[config.mk]
export PLATFORM = sky130hd
export DESIGN_NAME = core_packetizer_flat
export DESIGN_NICKNAME = d
export VERILOG_FILES = /design/src/rtl/core_packetizer_if.sv /design/src/rtl/core_packetizer.sv /design/src/flat_wrapper.sv
export SDC_FILE = /design/constraint.sdc
export NUM_CORES = 1
export LEC_CHECK = 0
export CAP_MARGIN = 20
export CELL_PAD_IN_SITES_DETAIL_PLACEMENT = 1
export CELL_PAD_IN_SITES_GLOBAL_PLACEMENT = 1
export CORE_ASPECT_RATIO = 0.8
export CORE_UTILIZATION = 30
export CTS_CLUSTER_SIZE = 25
export DETAILED_ROUTE_END_ITERATION = 10
export PLACE_DENSITY = 0.76
export SKIP_CTS_REPAIR_TIMING = 1
export SLEW_MARGIN = 20
export SYNTH_ARGS = -nofsm -noshare
export SYNTH_HDL_FRONTEND = slang
export SYNTH_SLANG_ARGS = --single-unit
[constraint.sdc]
create_clock -name clk -period 2.4 [get_ports clk]
set_clock_uncertainty 0.15 [all_clocks]
set_input_delay 0.24 -clock clk [delete_from_list [all_inputs] [get_ports clk]]
set_output_delay 0.24 -clock clk [all_outputs]
set_load 0.02 [all_outputs]
[src/rtl/core_packetizer_if.sv]
// Request and flit bus between a core-side requester and core_packetizer.
// master = requester / flit consumer side, slave = packetizer.
interface core_packetizer_if #(
   parameter int FLIT_WIDTH  = 32,
   parameter int VC_PER_PORT = 2,
   parameter int VC_BITS     = 1,
   parameter int DATA_FLITS  = 2,
   parameter int DEST_WIDTH  = 8
);
   localparam int PW = FLIT_WIDTH - 2 - VC_BITS;
   // A zero-flit packet still carries one word of (ignored) data so the port never has zero width.
   localparam int DW = (DATA_FLITS > 0) ? DATA_FLITS * PW : PW;

   logic                   req_valid;
   logic                   req_ready;
   logic [DEST_WIDTH-1:0]  req_dest;
   logic [VC_BITS-1:0]     req_vc;
   logic [DW-1:0]          req_data;
   logic                   ren;
   logic [VC_PER_PORT-1:0] from_core_full;
   logic [FLIT_WIDTH-1:0]  to_ci_flit;
   logic                   v_to_ci;
   logic                   busy;

   modport master (
      output req_valid, req_dest, req_vc, req_data, ren, from_core_full,
      input  req_ready, to_ci_flit, v_to_ci, busy
   );

   modport slave (
      input  req_valid, req_dest, req_vc, req_data, ren, from_core_full,
      output req_ready, to_ci_flit, v_to_ci, busy
   );
endinterface

[src/rtl/core_packetizer.sv]
// Serialises one packet request into head/body/tail flits on a locked VC.
// Optional feature macro: PKT_SEQ_EN (8-bit packet sequence number in the head flit).
module core_packetizer #(
   parameter int FLIT_WIDTH  = 32,
   parameter int VC_PER_PORT = 2,
   parameter int VC_BITS     = 1,
   parameter int DATA_FLITS  = 2,
   parameter int DEST_WIDTH  = 8,
   parameter int SRC_ID      = 0
) (
   input  logic              clk,
   input  logic              reset,
   core_packetizer_if.slave  bus
);
   localparam int PW    = FLIT_WIDTH - 2 - VC_BITS;
   localparam int DW    = (DATA_FLITS > 0) ? DATA_FLITS * PW : PW;
   localparam int LEN_W = PW - 2 * DEST_WIDTH - 8;
   localparam logic [4:0] LAST_IDX = 5'((DATA_FLITS == 0) ? 0 : DATA_FLITS - 1);
   localparam logic [1:0] HEAD_TYPE = (DATA_FLITS == 0) ? 2'b11 : 2'b01;

   typedef enum logic [1:0] {
      IDLE = 2'd0,
      HEAD = 2'd1,
      DATA = 2'd2
   } state_t;

   state_t                  state_r;
   logic [DEST_WIDTH-1:0]   dest_r;
   logic [VC_BITS-1:0]      vc_r;
   logic [DW-1:0]           data_r;
   logic [4:0]              cnt_r;
   logic [7:0]              seq_s;
   logic [VC_PER_PORT-1:0]  full_s;
   logic                    busy_s;
   logic                    send_s;
   logic                    last_send_s;
   logic [PW-1:0]           word_s;
   logic [FLIT_WIDTH-1:0]   flit_s;

   assign full_s      = bus.from_core_full;
   assign busy_s      = (state_r != IDLE);
   // Only the full flag of the locked VC can stall the packet.
   assign send_s      = busy_s & bus.ren & ~full_s[vc_r];
   assign last_send_s = send_s & (((state_r == DATA) && (cnt_r == LAST_IDX)) ||
                                  ((state_r == HEAD) && (DATA_FLITS == 0)));

   assign bus.req_ready  = ~busy_s;
   assign bus.busy       = busy_s;
   assign bus.v_to_ci    = send_s;
   assign bus.to_ci_flit = flit_s;

`ifdef PKT_SEQ_EN
   logic [7:0] seq_r;

   // Packet sequence number, advanced once per completed packet.
   always_ff @(posedge clk) begin
      if (reset) begin
         seq_r <= 8'd0;
      end else if (last_send_s) begin
         seq_r <= seq_r + 8'd1;
      end else begin
         seq_r <= seq_r;
      end
   end

   assign seq_s = seq_r;
`else
   assign seq_s = 8'd0;
`endif

   // Select payload word cnt_r from the captured request data.
   always_comb begin
      word_s = '0;
      for (int k = 0; k < DATA_FLITS; k++) begin
         if (cnt_r == 5'(k)) begin
            word_s = data_r[k*PW +: PW];
         end else begin
            word_s = word_s;
         end
      end
   end

   // Assemble the current flit from registered state; zero while idle.
   always_comb begin
      flit_s = '0;
      case (state_r)
         HEAD: flit_s = {HEAD_TYPE, vc_r, dest_r, DEST_WIDTH'(SRC_ID), seq_s,
                         LEN_W'(DATA_FLITS)};
         DATA: flit_s = {((cnt_r == LAST_IDX) ? 2'b10 : 2'b00), vc_r, word_s};
         default: flit_s = '0;
      endcase
   end

   // Packet FSM: capture request in IDLE, walk flits on each send, hold on stall.
   always_ff @(posedge clk) begin
      if (reset) begin
         state_r <= IDLE;
         dest_r  <= '0;
         vc_r    <= '0;
         data_r  <= '0;
         cnt_r   <= 5'd0;
      end else begin
         case (state_r)
            IDLE: begin
               if (bus.req_valid) begin
                  state_r <= HEAD;
                  dest_r  <= bus.req_dest;
                  vc_r    <= bus.req_vc;
                  data_r  <= bus.req_data;
                  cnt_r   <= 5'd0;
               end else begin
                  state_r <= IDLE;
               end
            end
            HEAD: begin
               if (send_s) begin
                  state_r <= (DATA_FLITS > 0) ? DATA : IDLE;
               end else begin
                  state_r <= HEAD;
               end
            end
            DATA: begin
               if (send_s && (cnt_r == LAST_IDX)) begin
                  state_r <= IDLE;
               end else if (send_s) begin
                  cnt_r <= cnt_r + 5'd1;
               end else begin
                  state_r <= DATA;
               end
            end
            default: state_r <= IDLE;
         endcase
      end
   end
endmodule
[src/flat_wrapper.sv]
// flat-port wrapper written by rule: the top's interface ports become plain ports
module core_packetizer_flat 
#(
   parameter int FLIT_WIDTH  = 32,
   parameter int VC_PER_PORT = 2,
   parameter int VC_BITS     = 1,
   parameter int DATA_FLITS  = 2,
   parameter int DEST_WIDTH  = 8,
   parameter int SRC_ID      = 0
)
  (clk, reset, bus_req_valid, bus_req_dest, bus_req_vc, bus_req_data, bus_ren, bus_from_core_full, bus_req_ready, bus_to_ci_flit, bus_v_to_ci, bus_busy);
  core_packetizer_if #(.FLIT_WIDTH(FLIT_WIDTH), .VC_PER_PORT(VC_PER_PORT), .VC_BITS(VC_BITS), .DATA_FLITS(DATA_FLITS), .DEST_WIDTH(DEST_WIDTH)) bus_i ();
  input  logic clk;
  input  logic reset;
  input wire logic [$bits(bus_i.req_valid)-1:0] bus_req_valid;
  input wire logic [$bits(bus_i.req_dest)-1:0] bus_req_dest;
  input wire logic [$bits(bus_i.req_vc)-1:0] bus_req_vc;
  input wire logic [$bits(bus_i.req_data)-1:0] bus_req_data;
  input wire logic [$bits(bus_i.ren)-1:0] bus_ren;
  input wire logic [$bits(bus_i.from_core_full)-1:0] bus_from_core_full;
  output wire logic [$bits(bus_i.req_ready)-1:0] bus_req_ready;
  output wire logic [$bits(bus_i.to_ci_flit)-1:0] bus_to_ci_flit;
  output wire logic [$bits(bus_i.v_to_ci)-1:0] bus_v_to_ci;
  output wire logic [$bits(bus_i.busy)-1:0] bus_busy;
  assign bus_i.req_valid = bus_req_valid;
  assign bus_i.req_dest = bus_req_dest;
  assign bus_i.req_vc = bus_req_vc;
  assign bus_i.req_data = bus_req_data;
  assign bus_i.ren = bus_ren;
  assign bus_i.from_core_full = bus_from_core_full;
  assign bus_req_ready = bus_i.req_ready;
  assign bus_to_ci_flit = bus_i.to_ci_flit;
  assign bus_v_to_ci = bus_i.v_to_ci;
  assign bus_busy = bus_i.busy;
  core_packetizer #(.FLIT_WIDTH(FLIT_WIDTH), .VC_PER_PORT(VC_PER_PORT), .VC_BITS(VC_BITS), .DATA_FLITS(DATA_FLITS), .DEST_WIDTH(DEST_WIDTH), .SRC_ID(SRC_ID)) u_core (.clk(clk), .reset(reset), .bus(bus_i));
endmodule
==> metrics.md <==
| Metric | Value |
|---|---|
| Status | finished clean |
| Fmax | 432 MHz |
| Worst-path cell chain | inv_1 > ha_1 > and3b_1 > buf_6 > a22oi_1 > nor2_1 > dlymetal6s2s_1 |
| FF+latch count, synth | 74 |
| Cell with the most instances after synthesis | nand2_1 |
| Worst-path maximum fanout | 19 |
| Port bufs | 107 |
| First-pass GRT wire length | 17700 um |
| Synth warn | 0 |
| Slew margin rel. | 68.5% |
| Io pins | 108 |
| # DRC | 0 |
| Layout cells sized above 1 | 10.8% |
| N_diodes | 0 |
| Combinational power share | 16.2% |
| Placer Congestion | 0.779 |
| Clk pwr share | 40.0% |
| GRT Util Overall | 20.1% |
| Asr flop ratio synth | 0% |
| Final instance area | 4850 um^2 |
| Worst Path Required | 2.01 ns |
| Min cycle time layout | 2.32 ns |
| Setup TNS | 0 ns |
| Final setup fails | 0 |
| Crit share post-route | 96.5% |
| Crit path buf inv count | 3 |
| Post-synth EDFFs | 0 |
| P_sw | 0.000831 W |
| Predominant post-synthesis flop cell | dfxtp_1 |
| Pre-antenna DRT Iters | 4 |
| Clock buffer depth | 2 |
| Final hold viol count | 0 |
| Hold/Removal Path Class | input pin to register |
| Cell leakage power | 2.13 nW |
| Fillers | 1248 |
| Worst hold slack | 0.219 ns |
| Slew of the pin with the lowest slew margin | 0.473 ns |
| # nets final | 615 |
| Arr. time, crit path | 1.93 ns |
| Fin cells | 679 |
| Top-area cell type share of the netlist area | 45.8% |
| Post-Syn Area | 3230 um^2 |
| H-tree Lvls | 3 |
| Max incr delay on CP | 0.32 ns |
| Post-synth top cells | 142 x nand2_1, 74 x a21oi_1, 74 x dfxtp_1 |
| Antenna violations before repair | 0 |
| Area of the multi-input gates | 1600 um^2 |
| Slew Limit Fails | 0 |
| Largest net degree at the start of global routing | 46 |
| Critical path class | register to output pin |
| Die area | 11200 um^2 |
| Width of the chip | 118 um |
| Power per Cell Area | 643 nW/um^2 |
| CTS buffer count | 9 |
| Area Overhead vs Synth | 50.0% |
| Worst VDD drop | 0.000420 V |
| CP delay by family, top | buffers and inverters |
| Worst Setup End Kind | output pin |
| Final ANT Viol Nets | 0 |
| Core box area | 10400 um^2 |
| Die Y | 94.9 um |
| Placement Cell Area | 4580 um^2 |
| CTS tree | done |
| Synthesized Nets | 507 |
| Post-Route WL | 11000 um |
| Rows | 33 |
| FF/Latch Area | 1480 um^2 |
| Vias in the first global route | 3520 |
| Mean post-synth cell area | 7.59 um^2 |
| Clk sinks | 74 |
| Startpoint Class | register |
| Top cells by area, synth | dfxtp_1 46%, nand2_1 16%, a21oi_1 11%, a22oi_1 6.5%, clkbuf_1 3.2% |
| Via density | 5.01 |
| Max Cap Violations | 0 |
| Placed Cells | 663 |
| Clk Latency, worst-skew pair | 0.33 ns |
| Root buf cell | clkbuf_16 |
| Initial DRC count | 169 |
| Wirelength per Cell | 16.2 um |
| Net Sw Frac | 26.6% |
| Mapped Cells | 426 |
| Initial core utilization | 31.2% |
| Grt ovf | 0 |
| Area leader, netlist | dfxtp_1 |
| Via count | 3399 |
| DP HPWL | 7990 um |
| Max stage delay cell, worst path | dfxtp_1 |
| Seq pwr share | 43.8% |
| Final core occ | 46.8% |
| Internal | 0.00229 W |
| Clk slew on worst S/H paths | 0.06 ns |
| Sequential element share of the synthesized area | 45.8% |
| Synth cell types | 31 |
-- layer usage --
metal | track usage (%) | vias to the layer above | routed length, um
li1 | - | 1660 | -
met1 | 25.1 | 1637 | 5120
met2 | 34.5 | 85 | 5180
met3 | 4.65 | 17 | 509
met4 | 6.73 | 0 | 184
met5 | 0 | - | 0
-- per-stage QoR --
stage	worst slack (ns)	total power (W)
6_report	0.0849	0.00312
4_1_cts	-0.353	0.00315
5_1_grt	-0.0225	0.00328
3_5_place_dp	0.0116	0.00190
2_1_floorplan	0.346	0.00163
3_3_place_gp	0.0510	0.00188
-- area by class of cell --
type / count / share of cell area, %
repair buffers: 130 / 26.3
flip-flops and latches: 74 / 30.5
clock inverters: 5 / 0.800
inverters: 10 / 0.774
clock buffers: 11 / 5.00
multi-input cells: 309 / 33.0
well taps: 140 / 3.61
-- registers in the layout (all words and copies together) (netlist names) --
signal and count:
u_core.state_r 2, u_core.cnt_r 5, u_core.data_r 58, u_core.vc_r 1, u_core.dest_r 8
-- kinds of logic (layout without fill, tap and decap cells) --
group	Yosys count	in the layout	synth area share, %
simple gates	177	177	22.4
compound gates	123	123	23.3
fa+ha+maj	8	8	3.09
flops	74	74	45.8
buf+inv	43	156	5.07
mux	1	1	0.309
-- power by group through the flow --
stage	Clock (W)	Sequential (W)	Combinational, W
finish	0.00125	0.00137	0.000507
global route	0.00134	0.00138	0.000558
CTS	0.00127	0.00137	0.000513
floorplan	0	0.00137	0.000258
detailed placement	0	0.00139	0.000509
global placement	0	0.00139	0.000493
-- worst paths after layout --
path | endpoint | from | cells after the start | slack [ns]
worst max register to register | u_core.state_r[1] | u_core.cnt_r[1] | 7 | 0.36
worst min register to register | u_core.data_r[43] | u_core.data_r[43] | 2 | 0.31
worst min-delay path | u_core.state_r[1] | reset | 2 | 0.22
worst max-delay path | bus_to_ci_flit[5] | u_core.cnt_r[1] | 7 | 0.08
-- cell usage in the layout, fill, tap and decap left out, types with 2 or more instances in the layout --
cell and n:
clkbuf_2 13, clkinv_4 2, ha_2 2, inv_1 10, o2bb2ai_1 9, a22oi_1 28, nor2_1 20, clkdlybuf4s50_1 74
nand3_1 3, o211ai_1 2, buf_12 4, ha_1 6, a311oi_1 2, a21oi_1 74, dfxtp_1 74, dlymetal6s2s_1 19
and3_1 2, nand2_1 141, o21ai_0 3, buf_4 18, clkbuf_16 9
Note: power is estimated with default switching activity, not from simulation.
